$ cat src/rtl/slave_read.sv
// AHB-Lite slave read path: status, nonce/destination readback and
// ciphertext FIFO reads. Wait states are inserted while the FIFO is empty,
// and illegal accesses get a two-cycle ERROR response.
module slave_read #(
  parameter int MAX_WAIT = 16
) (
  input  logic         HCLK,
  input  logic         HRESETn,
  input  logic         HSELx,
  input  logic [31:0]  HADDR,
  input  logic         HWRITE,
  input  logic [1:0]   HTRANS,
  input  logic [2:0]   HBURST,
  input  logic [2:0]   HSIZE,
  input  logic         HREADY,
  input  logic [127:0] nonce,
  input  logic [127:0] destination,
  input  logic         core_busy,
  input  logic         fifo_empty,
  input  logic [127:0] fifo_rdata,
  output logic         fifo_pop,
  output logic [31:0]  HRDATA,
  output logic         HREADYOUT,
  output logic         HRESP
);

  localparam logic [1:0] TRANS_NONSEQ = 2'b10;
  localparam logic [2:0] SIZE_WORD    = 3'b010;
  localparam logic [2:0] BURST_SINGLE = 3'b000;
  localparam logic [2:0] BURST_INCR4  = 3'b011;
  // The stall cycle spent in DATA is the first of MAX_WAIT stalls, so the
  // counter only has to cover the remaining MAX_WAIT-1 cycles in WAIT.
  localparam logic [7:0] WAIT_LAST    = 8'(MAX_WAIT - 1);

  typedef enum logic [2:0] {S_IDLE, S_DATA, S_WAIT, S_ERR1, S_ERR2} state_t;

  // Registered decode of the accepted address phase.
  typedef struct packed {
    logic       status;
    logic       nonce;
    logic       dest;
    logic       fifo;
    logic [1:0] word;
  } dec_t;

  state_t state, state_nxt;
  dec_t   dec_d, dec_q;
  logic [7:0]  wait_cnt;
  logic        err_sticky, sticky_clr;
  logic        accept, addr_err;
  logic [11:0] a;
  state_t      addr_nxt;

  logic [3:0][31:0] nonce_w, dest_w, fifo_w;
  assign nonce_w = nonce;
  assign dest_w  = destination;
  assign fifo_w  = fifo_rdata;

  logic unused_haddr;
  assign unused_haddr = &{1'b0, HADDR[31:12]};

  assign a      = HADDR[11:0];
  assign accept = HSELx & HREADY & HTRANS[1] & ~HWRITE;

  // Address-phase decode and legality check.
  always_comb begin
    dec_d        = '0;
    dec_d.status = (a == 12'h000);
    dec_d.nonce  = (a[11:4] == 8'h10);
    dec_d.dest   = (a[11:4] == 8'h18);
    dec_d.fifo   = (a[11:4] == 8'h20);
    dec_d.word   = a[3:2];
    addr_err = (a[1:0] != 2'b00)
             | (HSIZE != SIZE_WORD)
             | ((HBURST != BURST_SINGLE) & (HBURST != BURST_INCR4))
             | ((HBURST == BURST_INCR4) & (HTRANS == TRANS_NONSEQ) & (a[3:0] != 4'h0))
             | ~(dec_d.status | dec_d.nonce | dec_d.dest | dec_d.fifo);
    addr_nxt = accept ? (addr_err ? S_ERR1 : S_DATA) : S_IDLE;
  end

  // Next state and bus outputs; HRDATA is only non-zero on a completing DATA beat.
  always_comb begin
    state_nxt  = state;
    HREADYOUT  = 1'b1;
    HRESP      = 1'b0;
    HRDATA     = '0;
    fifo_pop   = 1'b0;
    sticky_clr = 1'b0;
    unique case (state)
      S_IDLE: state_nxt = addr_nxt;
      S_DATA: begin
        if (dec_q.fifo && fifo_empty) begin
          HREADYOUT = 1'b0;
          state_nxt = (MAX_WAIT <= 1) ? S_ERR1 : S_WAIT;
        end else begin
          if (dec_q.status)     HRDATA = {29'b0, err_sticky, core_busy, ~fifo_empty};
          else if (dec_q.nonce) HRDATA = nonce_w[dec_q.word];
          else if (dec_q.dest)  HRDATA = dest_w[dec_q.word];
          else if (dec_q.fifo)  HRDATA = fifo_w[dec_q.word];
          fifo_pop   = dec_q.fifo & (dec_q.word == 2'd3);
          sticky_clr = dec_q.status;
          state_nxt  = addr_nxt;
        end
      end
      S_WAIT: begin
        HREADYOUT = 1'b0;
        if (!fifo_empty)                       state_nxt = S_DATA;
        else if (wait_cnt + 8'd1 == WAIT_LAST) state_nxt = S_ERR1;
      end
      S_ERR1: begin
        HREADYOUT = 1'b0;
        HRESP     = 1'b1;
        state_nxt = S_ERR2;
      end
      S_ERR2: begin
        HRESP     = 1'b1;
        state_nxt = addr_nxt;
      end
      default: state_nxt = S_IDLE;
    endcase
  end

  // State, data-phase decode and wait counter registers.
  always_ff @(posedge HCLK or negedge HRESETn) begin
    if (!HRESETn) begin
      state    <= S_IDLE;
      dec_q    <= '0;
      wait_cnt <= '0;
    end else begin
      state <= state_nxt;
      if (accept) dec_q <= dec_d;
      // Counting only in WAIT means the counter is zero whenever WAIT is entered.
      wait_cnt <= (state == S_WAIT) ? wait_cnt + 8'd1 : 8'd0;
    end
  end

  // Sticky error flag: entering ERR1 beats a coincident STATUS read clear.
  always_ff @(posedge HCLK or negedge HRESETn) begin
    if (!HRESETn)                                  err_sticky <= 1'b0;
    else if (state != S_ERR1 && state_nxt == S_ERR1) err_sticky <= 1'b1;
    else if (sticky_clr)                           err_sticky <= 1'b0;
  end

endmodule

$ cat config.mk
export PLATFORM = sky130hd
export DESIGN_NAME = slave_read
export DESIGN_NICKNAME = d
export VERILOG_FILES = /design/src/rtl/slave_read.sv
export SDC_FILE = /design/constraint.sdc
export NUM_CORES = 1
export LEC_CHECK = 0
export ABC_CLOCK_PERIOD_IN_PS = 5080
export BUFFER_PORTS_ARGS = -buffer_cell sky130_fd_sc_hd__buf_2
export CORE_AREA = 5 5 177 179
export CTS_BUF_LIST = sky130_fd_sc_hd__clkbuf_16
export DETAILED_ROUTE_END_ITERATION = 16
export DIE_AREA = 0 0 182 184
export PLACE_DENSITY = 0.41
export REMOVE_ABC_BUFFERS = 1
export SETUP_SLACK_MARGIN = 0.4
export SLEW_MARGIN = 20
export SYNTH_ARGS = -nofsm -noshare
export SYNTH_HDL_FRONTEND = slang
export SYNTH_SLANG_ARGS = --single-unit
$ cat constraint.sdc
create_clock -name HCLK -period 5.08 [get_ports HCLK]
set_input_delay 1.016 -clock HCLK [delete_from_list [all_inputs] [get_ports HCLK]]
set_output_delay 1.016 -clock HCLK [all_outputs]
set_load 0.05 [all_outputs]
## After elaboration in Yosys (flattened, before gate mapping)

Index checks and enable logic that the tools add are counted.

- Flip-flop bits (word level): 18
- Latch bits: 0
- Memory bits (writable): 0
- Memory bits (read-only): 0
- Bits of input ports: 431
- Output and inout port bits: 35
- Memories kept: 0

- Add/subtract/negate cells: 1
- Multiply operators: 0
- Divide/modulo/power cells: 0
- $lt $le $gt $ge: 1
- Equality and inequality tests: 15
- Shift-type cells: 0
- Multiplexer cells: 28
- Bitwise gates (word level): 17
- Reduce and logical (&&, ||, !) cells: 11

Operator list:

| cell | number |
|---|---|
| $mux 32 | 9 |
| $bmux 32 s2 | 3 |
| $eq 8x5->1 const B | 2 |
| $eq 3x2->1 const B | 4 |
| $logic_not 12->1 | 1 |
| $pmux 3 s4 | 1 |
| $ne 3x2->1 const B | 3 |
| $add 8x1->8 const B | 1 |
| $eq 8x4->1 const B | 1 |
| $eq 8x6->1 const B | 1 |
| $mux 1 | 8 |
| $mux 8 | 1 |
| $and 1x1->1 | 7 |
| $or 1x1->1 | 7 |
| $mux 2 | 3 |
| $mux 3 | 2 |
| $reduce_or 2->1 | 3 |
| $eq 2x2->1 const B | 2 |
| $reduce_bool 2->1 | 2 |
| $reduce_bool 4->1 | 1 |
| $eq 3x1->1 const B | 1 |
| $eq 3x3->1 const B | 1 |
| $logic_not 3->1 | 1 |
| $lt 2x3->1 const B | 1 |
| other kinds (4) | 7 |

## Longest topological paths before layout

- Depth in word-level cells: 13
- Gate-level depth with buffers: 8
- Gate-level depth less buffers: 6

## Least setup slack after synthesis

Ideal clock, no wire load.

- Path type: input -> output
- Start: in destination[32]
- End: out HRDATA[0]
- Arrival time: 2.641 ns
- Setup slack: 1.423 ns
- Stages on the path: 5
- Buffers on the path: 0
- Cell sequence: mux4_2 a22oi_2 nor2_1 a211oi_2 a211oi_1

- Cells in the longest elaborated chain, start to end: 7

RTL lines:

| item | line | source |
|---|---|---|
| from (decl) | 17 | `input logic [127:0] destination,` |
| $bmux 32 s2 | 98 | `else if (dec_q.dest) HRDATA = dest_w[dec_q.word];` |
| $mux 32 (implied by the code) | 98 |  |
| $mux 32 | 98 |  |
| $mux 32 | 97 | `else if (dec_q.nonce) HRDATA = nonce_w[dec_q.word];` |
| $mux 32 | 96 | `if (dec_q.status) HRDATA = {29'b0, err_sticky, core_busy, ~fifo_empty};` |
| $mux 32 | 92 | `if (dec_q.fifo && fifo_empty) begin` |
| $mux 32 | 89 | `unique case (state)` |
| to (decl) | 22 | `output logic [31:0] HRDATA,` |

No other way between the ends. The select of a mux whose other input is x is not followed.

## Worst setup path after layout

- Start: in fifo_empty
- End: out HRDATA[16]

- Cells in the longest elaborated chain, start to end: 3

RTL lines:

| item | line | source |
|---|---|---|
| from (decl) | 19 | `input logic fifo_empty,` |
| $logic_and 1x1->1 | 92 |  |
| $mux 32 | 92 |  |
| $mux 32 | 89 |  |

No other way between the ends.

==> results <==
- The floorplan step defined a die boundary enclosing approximately 0.033 mm².
- Gates resized during post-CTS repair numbered 0.
- Global routing used 13.24% of the available tracks.
- The signal on the critical path passes through buf_2 -> a21oi_1 -> nand3b_1 -> nand2b_2 -> nor2_1 -> buf_2.
- CTS saw 18 sinks.
- CTS built an H-tree with a depth of 1.
- The overall die width is around 180 µm.
- Summed over all cells, the static leakage comes to 3.058 nW.
- STA classifies the critical path endpoint as a primary output.
- The run finished with clean final reports.
- The worst setup path is of the in -> out kind.
- The number of nets with antenna violations after detailed routing is 0.
- The wire length reported by the detailed router is around 25 mm.
- Leaving out fill and tap cells, the most frequent cell in the layout is sky130_fd_sc_hd__buf_2.
- The core area is roughly 0.029 mm².
- The biggest cell delay along the critical path is between 600 and 700 ps.
- The path class of the tightest hold or removal check is reg -> reg.
- The TritonCTS clock tree is done.
- The startpoint identified for the worst hold timing path is wait_cnt[0]$_DFF_PN0_.
- Counting the buffers created by CTS gives 3.
- The via count of the first global-routing pass is roughly 5.4k.
- From bottom edge to top edge, the die measures about 180 µm.
- After filler insertion, the fill cell instance count of the layout stands at between 3k and 4k.
- The initial antenna violation count was 2.
- In this run the post-CTS setup repair buffer count came out at 0.
- In this run, synthesis produced a sequential element count of 18.
- The net count of the finished layout is around 1.2k.
- On the final layout, the worst clock skew is ~3.0 ps.
- After detailed routing, the number of vias per cell comes to between 4 and 5.
- In this run the critical register-to-register path is captured at err_sticky$_DFFE_PN0P_.
- In this run the core area contains 63 standard-cell rows.
- Leaving out fill and tap cells, the most frequent cells in the layout are sky130_fd_sc_hd__buf_2, sky130_fd_sc_hd__mux4_2, sky130_fd_sc_hd__nor2_1.
- The worst hold path terminates at wait_cnt[0]$_DFF_PN0_.
- The wire length of the first global-routing pass is about 34 mm.
- The Yosys step of the flow raised 0 warnings.
- Timing would allow up to 259.2 MHz.
- After detailed routing, the number of remaining DRC violations is 0.
- Once the floorplan was initialized, standard cells occupied between 10% and 20% of the core.
- The via count of the routed design is ~5.1k.
- The largest individual stage delay along the critical path comes from the cell sky130_fd_sc_hd__nand2b_2.
- The relative max-transition margin is 38.58%.
- The number of enable-type register cells in the synthesized netlist is 0.
- The port buffer count is between 400 and 500.
- For this run, the detailed router's first-pass iteration total came to 4.
- The synthesized area divided by synthesized cell count is 10.79 µm².
- After detailed routing, the average wire length per cell comes to between 20 and 25 µm.
- Setup repair after global routing left no endpoint under its margin.
- After detailed placement, the total cell area comes to 0.006634 mm².
- In this run the worst path has a maximum fanout of 29.
- The fraction of the cycle the final worst path needs is approximately 76%.
- At the later pin of the worst-skew pair, clock insertion delay measures ~250 ps.
- The number of buffers between clock root and the deepest sink is 2.
- For this design the top-level I/O count stands at roughly 470.
- The area growth from synthesis to layout is 66.83%.
- Prior to clock tree synthesis, the placed netlist has a worst setup slack of approximately 1200 ps.
- The most common flop cell mapped by yosys is sky130_fd_sc_hd__dfrtp_1.
- The arrival time at the worst endpoint is between 2000 and 3000 ps.
- The count of routing violations after the opening detailed-route iteration is 224.
- Hold is met by approximately 520 ps.
- Counting flops with an async set or reset pin after synthesis yields a share of 100.0%.
- The total overflow left after global routing is 0.
- For this design the ratio of total power to cell area is 158.5 mW/mm².
- The number of max-capacitance violations reported is 0.
- The most repeated library cell on the critical path is sky130_fd_sc_hd__buf_2.
- The fraction of the yosys area taken by sequential cells is between 10% and 20%.
- The final setup slack of the worst path is about 1200 ps.
- The cell sitting at the root of the clock tree is a sky130_fd_sc_hd__clkbuf_16.
- The reg2reg setup slack is about 3400 ps.
- The length in cells of the worst reg-to-reg path is 5.
- After clock tree synthesis, the clock-pin slew on the worst setup and hold paths is 50 ps.
- The congestion estimate from routability-driven global placement came to a little under 0.9.
- The HPWL after detailed placement is approximately 21 mm.
- The minimum clock period after layout is roughly 3900 ps.
- For the worst setup path, the data required time is approximately 4100 ps.
- The actual transition at the worst max-transition pin is 921.3 ps.
- The startpoint class of the critical path is an input port.
- The number of hold violations in the final report is 0.
- The instance count of the mapped netlist is around 370.
- The number of instances on the worst hold path is 1.
- The share of the core filled with cells in the final layout is approximately 23%.
- Entering global routing, the biggest net connects 43 pins.
- The mapped cell area is a little over 0.004 mm².
- In this run the critical register-to-register path is launched from state[2]$_DFF_PN0_.
- The finished cells cover approximately 0.0067 mm².
- The max-slew violation count is 0.
- The synthesized netlist contains 41 unique library cells.
- The peak supply drop is between 0.06 and 0.07 mV.
- The post-route netlist has between 70% and 80% of its cells at a drive strength greater than 1.
- After clock tree synthesis, the flow added hold-fix buffers numbering 0.
- Setup violations remaining at the end of the flow were counted as 0.
power breakdown:
| part | switching [W] | leakage, nW | internal, W |
|---|---|---|---|
| registers | 0.0000329 | 0.239 | 0.000155 |
| logic | 0.000288 | 2.78 | 0.000432 |
| clock network | 0.0000530 | 0.0385 | 0.000105 |
| total | 0.000374 | 3.06 | 0.000691 |
state kept, by name (all words and copies together) (netlist names):
name / count
state: 3
dec_q: 6
wait_cnt: 8
err_sticky: 1
worst max-delay path: cells and delay by family:
kind | cells | cell delay, ps
buf+inv | 2 | 430
simple gates | 3 | 1190
compound gates | 1 | 170
stage by stage:
stage | power, W | cells | setup TNS [ps]
after global placement | 0.0009193 | 1175 | 0
after CTS | 0.001083 | 1179 | 0
after global routing | 0.001137 | 1179 | 0
after floorplan | 0.0006895 | 331 | -40610
after detailed placement | 0.0009223 | 1175 | 0
final | 0.001065 | 1180 | 0
cell families after synthesis:
| kind of cell | after synthesis | synth area share (%) |
|---|---|---|
| simple gates | 117 | 13.12 |
| compound gates | 88 | 13.93 |
| fa+ha+maj | 2 | 0.6216 |
| xor+xnor | 6 | 1.306 |
| buf+inv | 46 | 6.123 |
| mux | 96 | 53.71 |
| flops | 18 | 11.19 |
synth_stat cells (2+ instances only):
cell type / number / share of area, %
sky130_fd_sc_hd__nand2_1: 17 / 1.6
sky130_fd_sc_hd__ha_1: 2 / 0.62
sky130_fd_sc_hd__nand3b_1: 2 / 0.37
sky130_fd_sc_hd__buf_2: 5 / 0.62
sky130_fd_sc_hd__o41ai_1: 2 / 0.44
sky130_fd_sc_hd__mux4_2: 96 / 54
sky130_fd_sc_hd__nand2b_1: 4 / 0.62
sky130_fd_sc_hd__o21ai_0: 10 / 1.2
sky130_fd_sc_hd__nand3_1: 4 / 0.50
sky130_fd_sc_hd__a21oi_1: 36 / 4.5
sky130_fd_sc_hd__buf_4: 6 / 1.1
sky130_fd_sc_hd__nor2_1: 74 / 6.9
sky130_fd_sc_hd__xnor2_1: 4 / 0.87
sky130_fd_sc_hd__nor2b_1: 2 / 0.31
sky130_fd_sc_hd__or4_1: 2 / 0.37
sky130_fd_sc_hd__inv_1: 4 / 0.37
sky130_fd_sc_hd__a22oi_1: 31 / 5.8
sky130_fd_sc_hd__buf_6: 6 / 1.7
sky130_fd_sc_hd__clkbuf_1: 24 / 2.2
sky130_fd_sc_hd__dfrtp_1: 18 / 11
sky130_fd_sc_hd__nor3_1: 3 / 0.37
sky130_fd_sc_hd__xor2_1: 2 / 0.44
how the worst max path moves through the flow:
stage | start | end | slack [ps] | depth (start not counted)
floorplan | dec_q[0]$_DFFE_PN0P_ | HRDATA[0] | -1800 | 5
global placement | fifo_empty | HRDATA[30] | 1200 | 6
detailed placement | fifo_empty | HRDATA[31] | 1160 | 6
CTS | fifo_empty | HRDATA[31] | 1160 | 6
global route | fifo_empty | HRDATA[10] | 990 | 6
finish | fifo_empty | HRDATA[16] | 1220 | 6
area by class of cell:
cell class	count	area [µm²]	area share, %
antenna	1	2.502	0.03726
clock buffer	3	75.07	1.118
clock inverter	1	3.754	0.05590
inverter	4	15.01	0.2236
multi-input combinational	309	3338	49.71
sequential	18	460.4	6.857
tap	390	488.0	7.267
timing repair buffer	454	2332	34.73
metal layers:
layer	up-vias	global-route usage (%)	routed length (µm)
met4	2	1.141	155
met5	-	0	13
met2	240	24.17	12920
met3	12	2.533	1735
li1	2363	-	-
met1	2513	16.92	9849
Power figures use the tool's default switching activity.
